<file path="config.mk">
export PLATFORM = sky130hd
export DESIGN_NAME = ps2_atom_keyboard
export DESIGN_NICKNAME = d
export VERILOG_FILES = /design/src/rtl/ps2_atom_pkg.sv /design/src/rtl/ps2_rx.sv /design/src/rtl/ps2_atom_keyboard.sv
export SDC_FILE = /design/constraint.sdc
export NUM_CORES = 1
export LEC_CHECK = 0
export CAP_MARGIN = 20
export CORE_MARGIN = 2
export CORE_UTILIZATION = 40
export DETAILED_ROUTE_END_ITERATION = 8
export GPL_ROUTABILITY_DRIVEN = 0
export PLACE_DENSITY_LB_ADDON = 0.1
export REMOVE_ABC_BUFFERS = 1
export SYNTH_ARGS = -nofsm -noshare
export SYNTH_HDL_FRONTEND = slang
export SYNTH_SLANG_ARGS = --single-unit
</file>
<file path="constraint.sdc">
create_clock -name clk -period 4.1 [get_ports clk]
set_input_delay 0.82 -clock clk [delete_from_list [all_inputs] [get_ports clk]]
set_output_delay 0.82 -clock clk [all_outputs]
set_load 0.005 [all_outputs]
</file>
<file path="src/rtl/ps2_atom_pkg.sv">
// Shared types, scan-code constants and the PS/2 set-2 to Atom matrix keymap.
package ps2_atom_pkg;

  typedef enum logic [1:0] {
    ST_IDLE,
    ST_DATA,
    ST_PARITY,
    ST_STOP
  } rx_state_e;

  localparam logic [7:0] SC_EXT    = 8'hE0;
  localparam logic [7:0] SC_BRK    = 8'hF0;
  localparam logic [7:0] SC_LSHIFT = 8'h12;
  localparam logic [7:0] SC_RSHIFT = 8'h59;
  localparam logic [7:0] SC_CTRL   = 8'h14;
  localparam logic [7:0] SC_REPT   = 8'h11;
  localparam logic [7:0] SC_BREAK  = 8'h07;

  localparam int KEY_ROWS = 10;
  localparam int KEY_COLS = 6;

  typedef struct packed {
    logic       valid;
    logic [3:0] row;
    logic [2:0] col;
  } key_entry_t;

  // Indexed by {ext, scancode}.
  typedef key_entry_t [511:0] keymap_t;

  function automatic key_entry_t km(input int row, input int col);
    key_entry_t e;
    e.valid = 1'b1;
    e.row   = 4'(row);
    e.col   = 3'(col);
    return e;
  endfunction

  function automatic keymap_t build_keymap();
    keymap_t m;
    m = '0;
    m[9'h045] = km(0, 0);  m[9'h016] = km(1, 4);  m[9'h01E] = km(1, 3);
    m[9'h026] = km(1, 2);  m[9'h025] = km(1, 1);  m[9'h02E] = km(1, 0);
    m[9'h036] = km(2, 5);  m[9'h03D] = km(2, 4);  m[9'h03E] = km(2, 3);
    m[9'h046] = km(2, 2);  m[9'h01C] = km(3, 2);  m[9'h032] = km(3, 1);
    m[9'h021] = km(3, 0);  m[9'h023] = km(4, 5);  m[9'h024] = km(4, 4);
    m[9'h02B] = km(4, 3);  m[9'h034] = km(4, 2);  m[9'h033] = km(4, 1);
    m[9'h043] = km(4, 0);  m[9'h03B] = km(5, 5);  m[9'h042] = km(5, 4);
    m[9'h04B] = km(5, 3);  m[9'h03A] = km(6, 5);  m[9'h031] = km(6, 4);
    m[9'h044] = km(6, 3);  m[9'h04D] = km(6, 2);  m[9'h05A] = km(6, 1);
    m[9'h066] = km(6, 0);  m[9'h015] = km(7, 5);  m[9'h02D] = km(7, 4);
    m[9'h01B] = km(7, 3);  m[9'h02C] = km(7, 2);  m[9'h03C] = km(8, 5);
    m[9'h02A] = km(8, 4);  m[9'h01D] = km(8, 3);  m[9'h022] = km(8, 2);
    m[9'h035] = km(8, 1);  m[9'h01A] = km(8, 0);  m[9'h029] = km(9, 0);
    // Extended cursor keys.
    m[9'h175] = km(9, 5);  m[9'h172] = km(9, 4);  m[9'h16B] = km(9, 3);
    m[9'h174] = km(9, 2);
    return m;
  endfunction

  localparam keymap_t KEYMAP = build_keymap();

endpackage

</file>
<file path="src/rtl/ps2_rx.sv">
// PS/2 device-to-host receiver: synchronise, glitch-filter the clock, deframe
// 11-bit frames and abandon frames that stall.
module ps2_rx
  import ps2_atom_pkg::*;
#(
  parameter int TIMEOUT_CYCLES = 25000,
  parameter int FILT_LEN       = 4
) (
  input  logic       clk,
  input  logic       reset_n,
  input  logic       ps2_clk_i,
  input  logic       ps2_data_i,
  output logic [7:0] byte_o,
  output logic       valid_o,
  output logic       err_o
);

  localparam int TW = $clog2(TIMEOUT_CYCLES + 1);
  localparam logic [TW-1:0] TMO_LAST = TW'(TIMEOUT_CYCLES - 1);

  logic [1:0]          clk_sync_q, data_sync_q;
  logic [FILT_LEN-1:0] samp_q;
  logic                filt_q, filt_d;
  logic                strobe;

  rx_state_e  state_q;
  logic [2:0] bit_cnt_q;
  logic [7:0] shift_q;
  logic       par_q;
  logic [TW-1:0] tmo_q;
  logic [7:0] byte_q;
  logic       valid_q, err_q;

  // The filtered clock only moves once the whole sample window agrees.
  always_comb begin
    // NOTE: every always_comb output gets a default first so no latch is inferred.
    filt_d = filt_q;
    if (&samp_q)       filt_d = 1'b1;
    else if (~|samp_q) filt_d = 1'b0;
  end

  assign strobe = filt_q & ~filt_d;

  always_ff @(posedge clk or negedge reset_n) begin
    if (!reset_n) begin
      clk_sync_q  <= '1;
      data_sync_q <= '1;
      samp_q      <= '1;
      filt_q      <= 1'b1;
    end else begin
      // NOTE: non-blocking assignments so every flop samples pre-edge values.
      clk_sync_q  <= {clk_sync_q[0], ps2_clk_i};
      data_sync_q <= {data_sync_q[0], ps2_data_i};
      samp_q      <= (samp_q << 1) | FILT_LEN'(clk_sync_q[1]);
      filt_q      <= filt_d;
    end
  end

  always_ff @(posedge clk or negedge reset_n) begin
    if (!reset_n) begin
      state_q   <= ST_IDLE;
      bit_cnt_q <= '0;
      shift_q   <= '0;
      par_q     <= 1'b0;
      tmo_q     <= '0;
      byte_q    <= '0;
      valid_q   <= 1'b0;
      err_q     <= 1'b0;
    end else begin
      valid_q <= 1'b0;
      err_q   <= 1'b0;
      if (state_q != ST_IDLE && !strobe && tmo_q == TMO_LAST) begin
        state_q <= ST_IDLE;
        tmo_q   <= '0;
        err_q   <= 1'b1;
      end else begin
        if (state_q == ST_IDLE || strobe) tmo_q <= '0;
        else                              tmo_q <= tmo_q + 1'b1;
        if (strobe) begin
          unique case (state_q)
            ST_IDLE: begin
              if (!data_sync_q[1]) begin
                state_q   <= ST_DATA;
                bit_cnt_q <= '0;
              end
            end
            ST_DATA: begin
              shift_q <= {data_sync_q[1], shift_q[7:1]};
              if (bit_cnt_q == 3'd7) state_q <= ST_PARITY;
              else                   bit_cnt_q <= bit_cnt_q + 1'b1;
            end
            ST_PARITY: begin
              par_q   <= data_sync_q[1];
              state_q <= ST_STOP;
            end
            ST_STOP: begin
              state_q <= ST_IDLE;
              if ((^{shift_q, par_q}) && data_sync_q[1]) begin
                byte_q  <= shift_q;
                valid_q <= 1'b1;
              end else begin
                err_q <= 1'b1;
              end
            end
            default: state_q <= ST_IDLE;
          endcase
        end
      end
    end
  end

  assign byte_o  = byte_q;
  assign valid_o = valid_q;
  assign err_o   = err_q;

endmodule

</file>
<file path="src/rtl/ps2_atom_keyboard.sv">
// PS/2 keyboard to Acorn Atom PIA matrix adapter: prefix decode, key state
// and the active-low row/column output mux.
module ps2_atom_keyboard
  import ps2_atom_pkg::*;
#(
  parameter int TIMEOUT_CYCLES = 25000,
  parameter int FILT_LEN       = 4
) (
  input  logic       clk,
  input  logic       reset_n,
  input  logic       ps2_clk,
  input  logic       ps2_data,
  input  logic [3:0] row_sel,
  output logic [7:0] port_b,
  output logic       rept_n,
  output logic       break_n,
  output logic       rx_err
);

  logic [7:0] rx_byte;
  logic       rx_valid;

  ps2_rx #(
    .TIMEOUT_CYCLES(TIMEOUT_CYCLES),
    .FILT_LEN      (FILT_LEN)
  ) u_rx (
    .clk       (clk),
    .reset_n   (reset_n),
    .ps2_clk_i (ps2_clk),
    .ps2_data_i(ps2_data),
    .byte_o    (rx_byte),
    .valid_o   (rx_valid),
    .err_o     (rx_err)
  );

  logic [KEY_ROWS-1:0][KEY_COLS-1:0] matrix_q, matrix_d;
  logic ext_q, ext_d, brk_q, brk_d;
  logic lshift_q, lshift_d, rshift_q, rshift_d;
  logic ctrl_q, ctrl_d, rept_q, rept_d, brk_key_q, brk_key_d;
  key_entry_t entry;
  logic       pressed;
  logic [5:0] col_n;

  always_comb begin
    matrix_d  = matrix_q;
    ext_d     = ext_q;
    brk_d     = brk_q;
    lshift_d  = lshift_q;
    rshift_d  = rshift_q;
    ctrl_d    = ctrl_q;
    rept_d    = rept_q;
    brk_key_d = brk_key_q;
    entry     = KEYMAP[{ext_q, rx_byte}];
    pressed   = ~brk_q;
    if (rx_err) begin
      ext_d = 1'b0;
      brk_d = 1'b0;
    end else if (rx_valid) begin
      if (rx_byte == SC_EXT) begin
        ext_d = 1'b1;
      end else if (rx_byte == SC_BRK) begin
        brk_d = 1'b1;
      end else begin
        ext_d = 1'b0;
        brk_d = 1'b0;
        // Both CTRL keys map to one bit; the other specials are base-set only.
        if (rx_byte == SC_CTRL)                   ctrl_d    = pressed;
        else if (!ext_q && rx_byte == SC_LSHIFT)  lshift_d  = pressed;
        else if (!ext_q && rx_byte == SC_RSHIFT)  rshift_d  = pressed;
        else if (!ext_q && rx_byte == SC_REPT)    rept_d    = pressed;
        else if (!ext_q && rx_byte == SC_BREAK)   brk_key_d = pressed;
        else if (entry.valid && entry.row < 4'(KEY_ROWS) && entry.col < 3'(KEY_COLS))
          matrix_d[entry.row][entry.col] = pressed;
      end
    end
  end

  always_ff @(posedge clk or negedge reset_n) begin
    if (!reset_n) begin
      // NOTE: the key matrix is plain flops, so it is reset like any register.
      matrix_q  <= '0;
      ext_q     <= 1'b0;
      brk_q     <= 1'b0;
      lshift_q  <= 1'b0;
      rshift_q  <= 1'b0;
      ctrl_q    <= 1'b0;
      rept_q    <= 1'b0;
      brk_key_q <= 1'b0;
    end else begin
      matrix_q  <= matrix_d;
      ext_q     <= ext_d;
      brk_q     <= brk_d;
      lshift_q  <= lshift_d;
      rshift_q  <= rshift_d;
      ctrl_q    <= ctrl_d;
      rept_q    <= rept_d;
      brk_key_q <= brk_key_d;
    end
  end

  // Rows beyond the matrix read as no keys pressed.
  always_comb begin
    col_n = '1;
    for (int r = 0; r < KEY_ROWS; r++) begin
      if (row_sel == 4'(r)) col_n = ~matrix_q[r];
    end
  end

  assign port_b  = {~(lshift_q | rshift_q), ~ctrl_q, col_n};
  assign rept_n  = ~rept_q;
  assign break_n = ~brk_key_q;

endmodule

</file>
==> run summary <==
outcome -> completed
Tcrit/Tclk final -> 0.943
Critical Path AT -> 3.05 ns
effective utilization at floorplan -> 0.411
post-detail-place hpwl -> 12400 um
Num CTS Buffers -> 17
drt pass-1 iters -> 5
Internal -> 2.23 mW
Synth warnings -> 0
Hold Crit Class -> reg -> reg
Clock Tree Root -> clkbuf_16
Netlist cell types -> 85
most used cell, CP -> clkdlybuf4s50_1
pin count of the biggest net entering global routing -> 67
clk sinks -> 115
clock network fraction of total power -> 0.555
Post-CTS Resized -> 0
Die H -> 138 um
# nets final -> 750
htree depth -> 4
share of cells above drive strength 1 -> 0.193
post-place instance area -> 7530 um^2
crit path max fanout -> 18
Comb pwr share -> 0.034
Max-Cap Viols -> 0
critical path type -> in -> out
Leakage -> 3.19 nW
initial antenna violation count -> 0
slowest cell on the critical path -> clkdlybuf4s50_1
hold_buf cts -> 0
final hold violations -> 0
Initial DRC Count -> 469
WHS -> 0.354 ns
sw frac -> 0.208
Setup Skew -> 0.00856 ns
Pwr per Cell Area -> 345 nW/um^2
sequential share of the synthesized area -> 0.404
grt met3 use -> 0.0559
slowest stage delay, CP -> 0.65 ns
syn_area_per_cell -> 9.99 um^2
Yosys reg bits -> 115
IO buf count -> 18
GRT Total Usage -> 0.202
worst slew pin tran -> 0.929 ns
VDD IR max -> 0.337 mV
async set or reset register ratio after synthesis -> 1.00
crit end category -> primary output
final WL -> 17700 um
I/O Pins -> 19
highest clock rate -> 0.259 GHz
number of inserted diodes -> 0
vias after detailed routing -> 5517
TritonCTS clock tree -> done
core box area -> 17400 um^2
setup violators final -> 0
die width -> 138 um
Tot Pwr -> 2.82 mW
first-pass GRT wire length -> 29200 um
Setup TNS -> 0 ns
Clk Latency, worst-skew pair -> 0.42 ns
Site Rows -> 48
data required time of the worst path -> 3.28 ns
Synth Flop Type -> dfrtp_1
CP Cell Sequence -> clkdlybuf4s50_1, buf_4, mux4_2, a21oi_1, clkdlybuf4s50_1
CP top delay family -> buffers and inverters
via/cell ratio -> 5.72
Gate Count Post-Synth -> 716
ANT nets after route -> 0
most used routing layer -> met2
die area -> 19000 um^2
residual DRC count -> 0
crit path time final -> 3.87 ns
number of global-route vias before repair -> 5487
Routed WL per cell -> 18.3 um
Max Slew Vio Count -> 0
Buf/Inv on CP -> 3
clock-pin slew on the worst setup and hold paths -> 0.05 ns
synthesized area -> 7150 um^2
RSZ-0062 raised after global routing -> no
post-CTS setup repair buffer count -> 0
Flop pwr share -> 0.411
P_sw -> 0.587 mW
final cell area excluding filler cells -> 8160 um^2
Startpoint Class -> primary input
CTS max path bufs -> 2
Layout area overhead -> 14.0%
met1 usage -> 0.278
total grt overflow -> 0
EDFF count, synth -> 0
GR Util met2 -> 0.309
Slew HR -> 0.381
-- cell usage after synthesis, types with 5 or more instances --
cell	n	area share
dfrtp_1	106	0.37
inv_1	61	0.032
mux2i_1	48	0.067
nor2_1	46	0.024
nand2_1	36	0.019
a21oi_1	25	0.017
clkbuf_1	23	0.012
o21ai_0	23	0.016
nor3_2	21	0.029
mux2_2	19	0.030
nor3_1	19	0.013
o31ai_1	19	0.020
nand3_1	17	0.012
buf_2	16	0.011
nand2b_1	16	0.014
ha_1	15	0.026
nor2b_1	11	0.0096
nor4_2	10	0.017
xnor2_1	10	0.012
dfstp_2	9	0.033
nand4_1	9	0.0079
xor2_1	9	0.011
a211oi_1	8	0.0084
mux4_2	8	0.025
a22oi_1	7	0.0073
buf_6	6	0.0094
nand3b_1	6	0.0063
a31oi_1	5	0.0044
and3_1	5	0.0044
or3_1	5	0.0044
-- sequential cells by signal, summed over array words and instances (netlist names), 3 cells and up --
name	cells
u_rx.byte_o	8
u_rx.samp_q	4
u_rx.bit_cnt_q	3
u_rx.shift_q	8
matrix_q	60
u_rx.tmo_q	15
-- cell type report --
class	count	area, um^2
Clock buffer	23	468
Clock inverter	9	154
Fill cell	1631	9260
Inverter	61	229
Multi-Input combinational cell	486	3730
Sequential cell	115	2890
Tap cell	225	282
Timing Repair Buffer	46	400
-- cell usage in the layout, fill, tap and decap left out, drive strengths merged, types with 4 or more instances in the layout --
master,n
nand4,10
nand3b,8
o31ai,21
or3,5
nand2,37
ha,15
nand2b,16
a21o,4
o41ai,5
a21oi,26
mux2i,48
o311ai,4
dfstp,9
mux4,8
xor2,9
a22oi,8
clkbuf,23
buf,29
nor2,46
bufinv,4
mux2,21
nor2b,11
clkdlybuf4s50,17
nand3,17
nor3,40
o21ai,27
dfrtp,106
nor4,14
a211oi,9
xnor2,10
and3,5
nand4b,4
inv,61
a31oi,5
-- logic make-up (layout without fill, tap and decap cells) --
| group | count (synthesis) | in the layout | share of synthesized area |
|---|---|---|---|
| simple gates | 233 | 233 | 0.200 |
| flops | 115 | 115 | 0.404 |
| mux | 77 | 77 | 0.125 |
| buf+inv | 115 | 139 | 0.0747 |
| compound gates | 142 | 142 | 0.146 |
| xor+xnor | 19 | 19 | 0.0233 |
| fa+ha+maj | 15 | 15 | 0.0262 |
-- path summary, 6_finish.rpt --
check                      depth (start not counted)                from                 end  slack, ns
setup / recovery                                   5          row_sel[0]           port_b[1]       0.23
hold / removal                                     0  u_rx.clk_sync_q[0]  u_rx.clk_sync_q[1]       0.35
setup reg to reg                                   9      u_rx.byte_o[1]         matrix_q[3]       0.40
hold reg to reg                                    0  u_rx.clk_sync_q[0]  u_rx.clk_sync_q[1]       0.35
max in group asynchronous                          2             reset_n        matrix_q[57]       2.72
min in group asynchronous                          1             reset_n              rept_q       0.48
-- per-stage QoR --
stage / utilization / worst slack, ns / instances
floorplan: - / 0.613 / 662
global placement: 0.433 / 0.272 / 933
detailed placement: 0.433 / 0.242 / 933
CTS: 0.468 / 0.218 / 965
global route: 0.468 / 0.0665 / 965
finish: 0.468 / 0.233 / 965
-- power by group through the flow --
stage	Sequential [mW]	Clock [mW]	Combinational, mW
detailed placement	1.18	0	0.100
global placement	1.18	0	0.0977
global route	1.16	1.66	0.112
finish	1.16	1.56	0.0970
floorplan	1.17	0	0.0397
CTS	1.16	1.59	0.101
-- layer usage --
metal / wire length [um] / vias up
met4: 371 / 0
met3: 1030 / 30
met5: 0 / -
li1: - / 2605
met2: 7970 / 164
met1: 8310 / 2718
No activity file was read; power rests on OpenSTA's default activity.
